$ cat config.mk
export PLATFORM = sky130hd
export DESIGN_NAME = mem_access_ctrl
export DESIGN_NICKNAME = d
export VERILOG_FILES = /design/src/rtl/mem_access_pkg.sv /design/src/rtl/mem_lane_align.sv /design/src/rtl/mem_access_ctrl.sv
export SDC_FILE = /design/constraint.sdc
export NUM_CORES = 1
export LEC_CHECK = 0
export CORE_ASPECT_RATIO = 1.2
export CORE_UTILIZATION = 51
export DETAILED_ROUTE_END_ITERATION = 10
export PLACE_DENSITY = 0.86
export SYNTH_ARGS = -nofsm -noshare
export SYNTH_HDL_FRONTEND = slang
export SYNTH_SLANG_ARGS = --single-unit
$ cat constraint.sdc
create_clock -name CLK -period 5.3 [get_ports CLK]
set_clock_uncertainty 0.05 [all_clocks]
set_input_delay 1.59 -clock CLK [delete_from_list [all_inputs] [get_ports CLK]]
set_output_delay 1.59 -clock CLK [all_outputs]
set_load 0.05 [all_outputs]
$ cat src/rtl/mem_access_pkg.sv
// mem_access_pkg: access-size codes, controller state encoding and byte-lane helpers
// shared by the DataMemory access controller and its lane aligner.
package mem_access_pkg;

    localparam logic [1:0] SIZE_BYTE = 2'b00;
    localparam logic [1:0] SIZE_HALF = 2'b01;
    localparam logic [1:0] SIZE_WORD = 2'b10;
    localparam logic [1:0] SIZE_RSVD = 2'b11;

    typedef enum logic [1:0] {
        IDLE  = 2'b00,
        READ  = 2'b01,
        WRITE = 2'b10,
        RESP  = 2'b11
    } state_t;

    // Lowest byte lane (lane 0 = bits [7:0]) touched by an access.
    function automatic logic [1:0] lane_base(input logic [1:0] size,
                                             input logic [1:0] addr_lo,
                                             input logic       big_endian);
        logic [1:0] base;
        base = 2'd0;
        if (size == SIZE_BYTE)
            base = big_endian ? (2'd3 - addr_lo) : addr_lo;
        else if (size == SIZE_HALF)
            base = (addr_lo[1] ^ big_endian) ? 2'd2 : 2'd0;
        return base;
    endfunction

    function automatic logic [3:0] lane_mask(input logic [1:0] size,
                                             input logic [1:0] addr_lo,
                                             input logic       big_endian);
        logic [3:0] m;
        case (size)
            SIZE_BYTE: m = 4'b0001;
            SIZE_HALF: m = 4'b0011;
            default:   m = 4'b1111;
        endcase
        return m << lane_base(size, addr_lo, big_endian);
    endfunction

endpackage

$ cat src/rtl/mem_lane_align.sv
// mem_lane_align: combinational byte-lane steering; extracts and extends load data
// and merges right-justified store data into a memory word.
module mem_lane_align
    import mem_access_pkg::*;
#(
    parameter bit BIG_ENDIAN = 1'b1
) (
    input  logic [1:0]  size,
    input  logic [1:0]  addr_lo,
    input  logic        sign_ext,
    input  logic [31:0] mem_word,
    input  logic [31:0] wdata,
    output logic [31:0] load_data,
    output logic [31:0] store_word
);

    logic [4:0]  shamt;
    logic [3:0]  mask;
    logic [31:0] byte_mask;
    logic [31:0] lanes;

    always_comb begin
        shamt = {lane_base(size, addr_lo, BIG_ENDIAN), 3'b000};
        mask  = lane_mask(size, addr_lo, BIG_ENDIAN);
        for (int i = 0; i < 4; i++)
            byte_mask[i*8 +: 8] = {8{mask[i]}};
        lanes = mem_word >> shamt;
        case (size)
            SIZE_BYTE: load_data = {{24{sign_ext & lanes[7]}}, lanes[7:0]};
            SIZE_HALF: load_data = {{16{sign_ext & lanes[15]}}, lanes[15:0]};
            default:   load_data = lanes;
        endcase
        // Unaddressed lanes keep the word captured during the read phase.
        store_word = (mem_word & ~byte_mask) | ((wdata << shamt) & byte_mask);
    end

endmodule

$ cat src/rtl/mem_access_ctrl.sv
// mem_access_ctrl: sequences core load/store requests onto the DataMemory bus, using
// read-modify-write for sub-word stores. Optional define: MISALIGN_TRAP_EN.
module mem_access_ctrl
    import mem_access_pkg::*;
#(
    parameter int ADDR_W     = 32,
    parameter bit BIG_ENDIAN = 1'b1
) (
    input  logic              CLK,
    input  logic              Reset,
    input  logic              req_valid,
    output logic              req_ready,
    input  logic              req_we,
    input  logic [1:0]        req_size,
    input  logic              req_signed,
    input  logic [ADDR_W-1:0] req_addr,
    input  logic [31:0]       req_wdata,
    output logic              rsp_valid,
    input  logic              rsp_ready,
    output logic [31:0]       rsp_rdata,
    output logic              rsp_err,
    output logic [ADDR_W-1:0] DAddr,
    output logic [31:0]       DataIn,
    input  logic [31:0]       DataOut,
    output logic              RD,
    output logic              WR
);

    state_t            state_q, state_d;
    logic              we_q, signed_q, err_q, rd_q, wr_q;
    logic [1:0]        size_q, addr_lo_q;
    logic [31:0]       wdata_q, datain_q, rdata_q;
    logic [ADDR_W-1:0] daddr_q;
    logic [1:0]        req_size_eff;
    logic              req_bad, accept, word_store;
    logic [31:0]       load_data, store_word;

`ifdef MISALIGN_TRAP_EN
    assign req_bad = (req_size == SIZE_RSVD) ||
                     ((req_size == SIZE_HALF) && req_addr[0]) ||
                     ((req_size == SIZE_WORD) && (req_addr[1:0] != 2'b00));
`else
    assign req_bad = 1'b0;
`endif

    // Reserved size behaves as a word; low address bits are ignored by lane selection.
    assign req_size_eff = (req_size == SIZE_RSVD) ? SIZE_WORD : req_size;
    assign accept       = (state_q == IDLE) && req_valid;
    assign word_store   = req_we && (req_size_eff == SIZE_WORD);

    mem_lane_align #(.BIG_ENDIAN(BIG_ENDIAN)) u_align (
        .size      (size_q),
        .addr_lo   (addr_lo_q),
        .sign_ext  (signed_q),
        .mem_word  (DataOut),
        .wdata     (wdata_q),
        .load_data (load_data),
        .store_word(store_word)
    );

    always_comb begin
        state_d = state_q;
        case (state_q)
            IDLE: begin
                if (req_valid) begin
                    if (req_bad)         state_d = RESP;
                    else if (word_store) state_d = WRITE;
                    else                 state_d = READ;
                end
            end
            READ:    state_d = we_q ? WRITE : RESP;
            WRITE:   state_d = RESP;
            RESP:    if (rsp_ready) state_d = IDLE;
            default: state_d = IDLE;
        endcase
    end

    // RD/WR are flopped from the next state so the bus strobes come straight off registers.
    always_ff @(posedge CLK or negedge Reset) begin
        if (!Reset) begin
            state_q   <= IDLE;
            we_q      <= 1'b0;
            signed_q  <= 1'b0;
            err_q     <= 1'b0;
            rd_q      <= 1'b1;
            wr_q      <= 1'b1;
            size_q    <= SIZE_BYTE;
            addr_lo_q <= 2'b00;
            wdata_q   <= '0;
            datain_q  <= '0;
            rdata_q   <= '0;
            daddr_q   <= '0;
        end else begin
            state_q <= state_d;
            rd_q    <= (state_d != READ);
            wr_q    <= (state_d != WRITE);
            if (accept) begin
                we_q      <= req_we;
                size_q    <= req_size_eff;
                signed_q  <= req_signed;
                addr_lo_q <= req_addr[1:0];
                wdata_q   <= req_wdata;
                err_q     <= req_bad;
                rdata_q   <= '0;
                if (!req_bad)  daddr_q  <= {req_addr[ADDR_W-1:2], 2'b00};
                if (word_store) datain_q <= req_wdata;
            end
            if (state_q == READ) begin
                if (we_q) datain_q <= store_word;
                else      rdata_q  <= load_data;
            end
        end
    end

    assign req_ready = (state_q == IDLE);
    assign rsp_valid = (state_q == RESP);
    assign rsp_rdata = rdata_q;
    assign rsp_err   = err_q;
    assign DAddr     = daddr_q;
    assign DataIn    = datain_q;
    assign RD        = rd_q;
    assign WR        = wr_q;

endmodule
==> impl_results.md <==
- Status: completed
- Clk buf depth: 2
- Final ANT Viol Nets: 0
- # nets final: 843
- CP Capture Type: output port
- Non-Filler Cell Area, Final: 9340 µm²
- Pins Over Slew Limit: 0
- Leakage: 3.73 nW
- R2r worst-path depth: 5
- Share of the yosys chip area belonging to registers: 50.7%
- CP startpoint: state_q[1]$_DFF_PN0_
- Critical Path AT: 2.04 ns
- Peak supply drop: 0.400 mV
- Max-slew headroom: 19.4%
- Reg-to-reg critical path endpoint: rsp_rdata[12]$_DFF_PN0_
- Worst Setup Start Kind: flip-flop
- Syn Std Cell Area: 6720 µm²
- DP HPWL: 14,500 µm
- Cell variety after synth: 49
- Period utilization: 69.5%
- Placeable Area: 12,700 µm²
- Vias in the first global route: 5,677
- Largest family of logic cells by synthesized area: multiplexers
- Max Cap Viol: 0
- WL/cell: 21.9 µm
- Worst-path maximum fanout: 11
- IO Pins: 205
- Die Span Y: 128 µm
- Multiplexer area fraction after synthesis: 18.6%
- First-pass GRT wire length: 31,100 µm
- Crit path kind: flip-flop to output port
- CP Capture Point: rsp_valid
- Initial DRC count: 426
- CTS tree: done
- Worst R2R Start: size_q[1]$_DFFE_PN0P_
- Adder-cell share of the synthesized area: 0%
- Critical path data required time: 3.66 ns
- Highest clock rate: 0.272 GHz
- Clock-pin slew on the worst setup and hold paths: 0.06 ns
- Die span in x: 107 µm
- RSZ-0062 raised after global routing: no
- TritonCTS Buffers: 17
- Setup TNS: 0 ns
- Sinks on the clock net: 136
- Post-layout minimum cycle time: 3.68 ns
- Share of post-route cells with drive strength above 1: 19.0%
- Worst-Margin Slew: 1.20 ns
- Die Area: 13,600 µm²
- Cell Area, Placed: 8730 µm²
- Remaining DRCs: 0
- Root Driver: clkbuf_16
- Setup-failing EPs final: 0
- Layout Utilization: 73.4%
- Synth Area in Simple Gates: 9.37%
- Syn Area/Cell: 12.1 µm²
- Worst skew pair latency: 0.42 ns
- Cells after Synth: 556
- GRT Util Overall: 30.2%
- Starting Density: 52.8%
- Initial antenna violation count: 0
- Fill count: 884
- Placed cell count: 884
- Vias: 5,632
- Diode count: 0
- H-tree depth: 4
- Overflow after GRT: 0
- # hold bufs at CTS: 0
- Hold crit path type: flip-flop to flip-flop
- PostCTS Resize Cnt: 0
- Via-to-Cell Ratio: 6.15
- IO Port Bufs: 201
- Fraction of synthesized cell area in xor and xnor cells: 0%
- Compound-Gate Fraction of Synth Area: 16.5%
- Pre-antenna DRT Iters: 5
- Final wirelength: 20,000 µm
- Largest net degree at the start of global routing: 53
- Synthesis-to-layout area growth: 38.9%
- Post-CTS Setup Bufs: 0
- Yosys warning count: 0
- Hold Vio Cnt, Final: 0
- RePlAce Congestion: 0.925
- PwrDens: 739 nW/µm²
- # rows: 45
- R2r setup slk: 2.29 ns
- Non-Filler Instances: 916
- Yosys reg bits: 136
## final cells by class
cell class / count / area [µm²] / share of cell area [%]
flip-flops and latches: 136 / 3410 / 36.5
multi-input cells: 369 / 3010 / 32.3
repair buffers: 212 / 2100 / 22.5
clock buffers: 18 / 439 / 4.70
well taps: 164 / 205 / 2.20
clock inverters: 14 / 164 / 1.76
inverters: 3 / 11.3 / 0.121
## per-layer routing
layer,wire (µm),vias to the layer above,GRT usage [%]
li1,-,2460,-
met1,8060,2814,39.8
met2,9910,315,48.7
met3,1400,43,6.41
met4,651,0,12.7
met5,0,-,0
## cell usage in the layout (no fill, tap or decap), types with 4 or more instances in the layout
master           Yosys  layout
a31oi_1              9       9
nand2_1             38      38
clkinv_4             0       4
mux2_2              67      67
a21oi_1             18      18
a221oi_1             7       7
inv_6                0       4
clkdlybuf4s50_1      0     200
nand3_1              9       9
buf_4                7      11
o21a_1               9       9
nor2b_1             10       9
a22oi_1              8       8
o21ai_0             20      20
dfrtp_1            134     134
nor3_1               8       8
a221o_1             24      24
clkbuf_16            0      17
o22ai_1             24      24
mux4_2              15      15
nand2b_1            18      18
nor2_1              19      18
mux2i_1             16      16
a211oi_1            17      17
a22o_1               7       7
## Yosys cell counts, drive strengths merged
cell type	number	area share (%)
dfrtp	134	50
mux2	67	11
nand2	38	2.1
buf	32	3.6
a221o	24	3.6
o22ai	24	2.2
nor2	21	1.3
a21oi	20	1.7
o21ai	20	1.5
a211oi	18	2.1
clkbuf	18	1.0
nand2b	18	1.7
mux2i	16	2.4
mux4	15	5.0
nor2b	10	0.93
a31oi	9	0.84
nand3	9	0.67
nor3	9	0.84
o21a	9	1.0
a221oi	8	1.1
a22oi	8	0.89
a22o	7	0.91
inv	3	0.17
dfstp	2	0.78
nand3b	2	0.22
nor3b	2	0.47
a21o	1	0.11
a311oi	1	0.13
and2	1	0.093
and3b	1	0.13
conb	1	0.056
nand4	1	0.19
nor4	1	0.32
o21ba	1	0.15
o21bai	1	0.11
o41ai	1	0.13
or2	1	0.093
or3b	1	0.13
or4	1	0.17
## flip-flops by register name, indices dropped and copies added, names as in the netlist
name       cells
DAddr         30
DataIn        32
RD             1
WR             1
addr_lo_q      2
rsp_rdata     32
signed_q       1
size_q         2
state_q        2
wdata_q       32
we_q           1
## how the worst min path moves through the flow
| stage | start | to | slack (ns) | cells after the start |
|---|---|---|---|---|
| 4_1_cts | rsp_rdata[7]$_DFF_PN0_ | rsp_rdata[7]$_DFF_PN0_ | 0.44 | 2 |
| 3_5_place_dp | rsp_rdata[7]$_DFF_PN0_ | rsp_rdata[7]$_DFF_PN0_ | 0.42 | 2 |
| 6_report | rsp_rdata[7]$_DFF_PN0_ | rsp_rdata[7]$_DFF_PN0_ | 0.44 | 2 |
| 2_1_floorplan | wdata_q[31]$_DFFE_PN0P_ | wdata_q[31]$_DFFE_PN0P_ | 0.43 | 1 |
| 5_1_grt | DAddr[30]$_DFFE_PN0P_ | DAddr[30]$_DFFE_PN0P_ | 0.48 | 1 |
| 3_3_place_gp | rsp_rdata[7]$_DFF_PN0_ | rsp_rdata[7]$_DFF_PN0_ | 0.43 | 2 |
## worst max-delay path: stages, from the launching register on
cell	delay (ns)
dfrtp_1	0.62
and2_1	0.19
clkdlybuf4s50_1	0.81
## report_power, final
| group | switching (mW) | internal (mW) | leakage (nW) |
|---|---|---|---|
| combinational | 2.31 | 1.45 | 1.78 |
| clock | 0.484 | 0.717 | 0.286 |
| sequential | 0.410 | 1.54 | 1.66 |
| total | 3.20 | 3.70 | 3.73 |
## through the flow
| step | total power, mW | setup slack (ns) | hold WS (ns) |
|---|---|---|---|
| final | 6.90 | 1.62 | 0.435 |
| after global routing | 7.19 | 1.58 | 0.479 |
| after CTS | 6.90 | 1.63 | 0.436 |
| after detailed placement | 5.67 | 1.47 | 0.415 |
| after global placement | 5.57 | 1.57 | 0.430 |
| after floorplan | 4.51 | 2.47 | 0.426 |
## logic make-up after synthesis
family / after synthesis
other: 1
AND/OR/NAND/NOR: 116
flip-flops: 136
multiplexers: 98
buffers and inverters: 53
AO/OA/AOI/OAI: 152
Power figures use the tool's default switching activity.
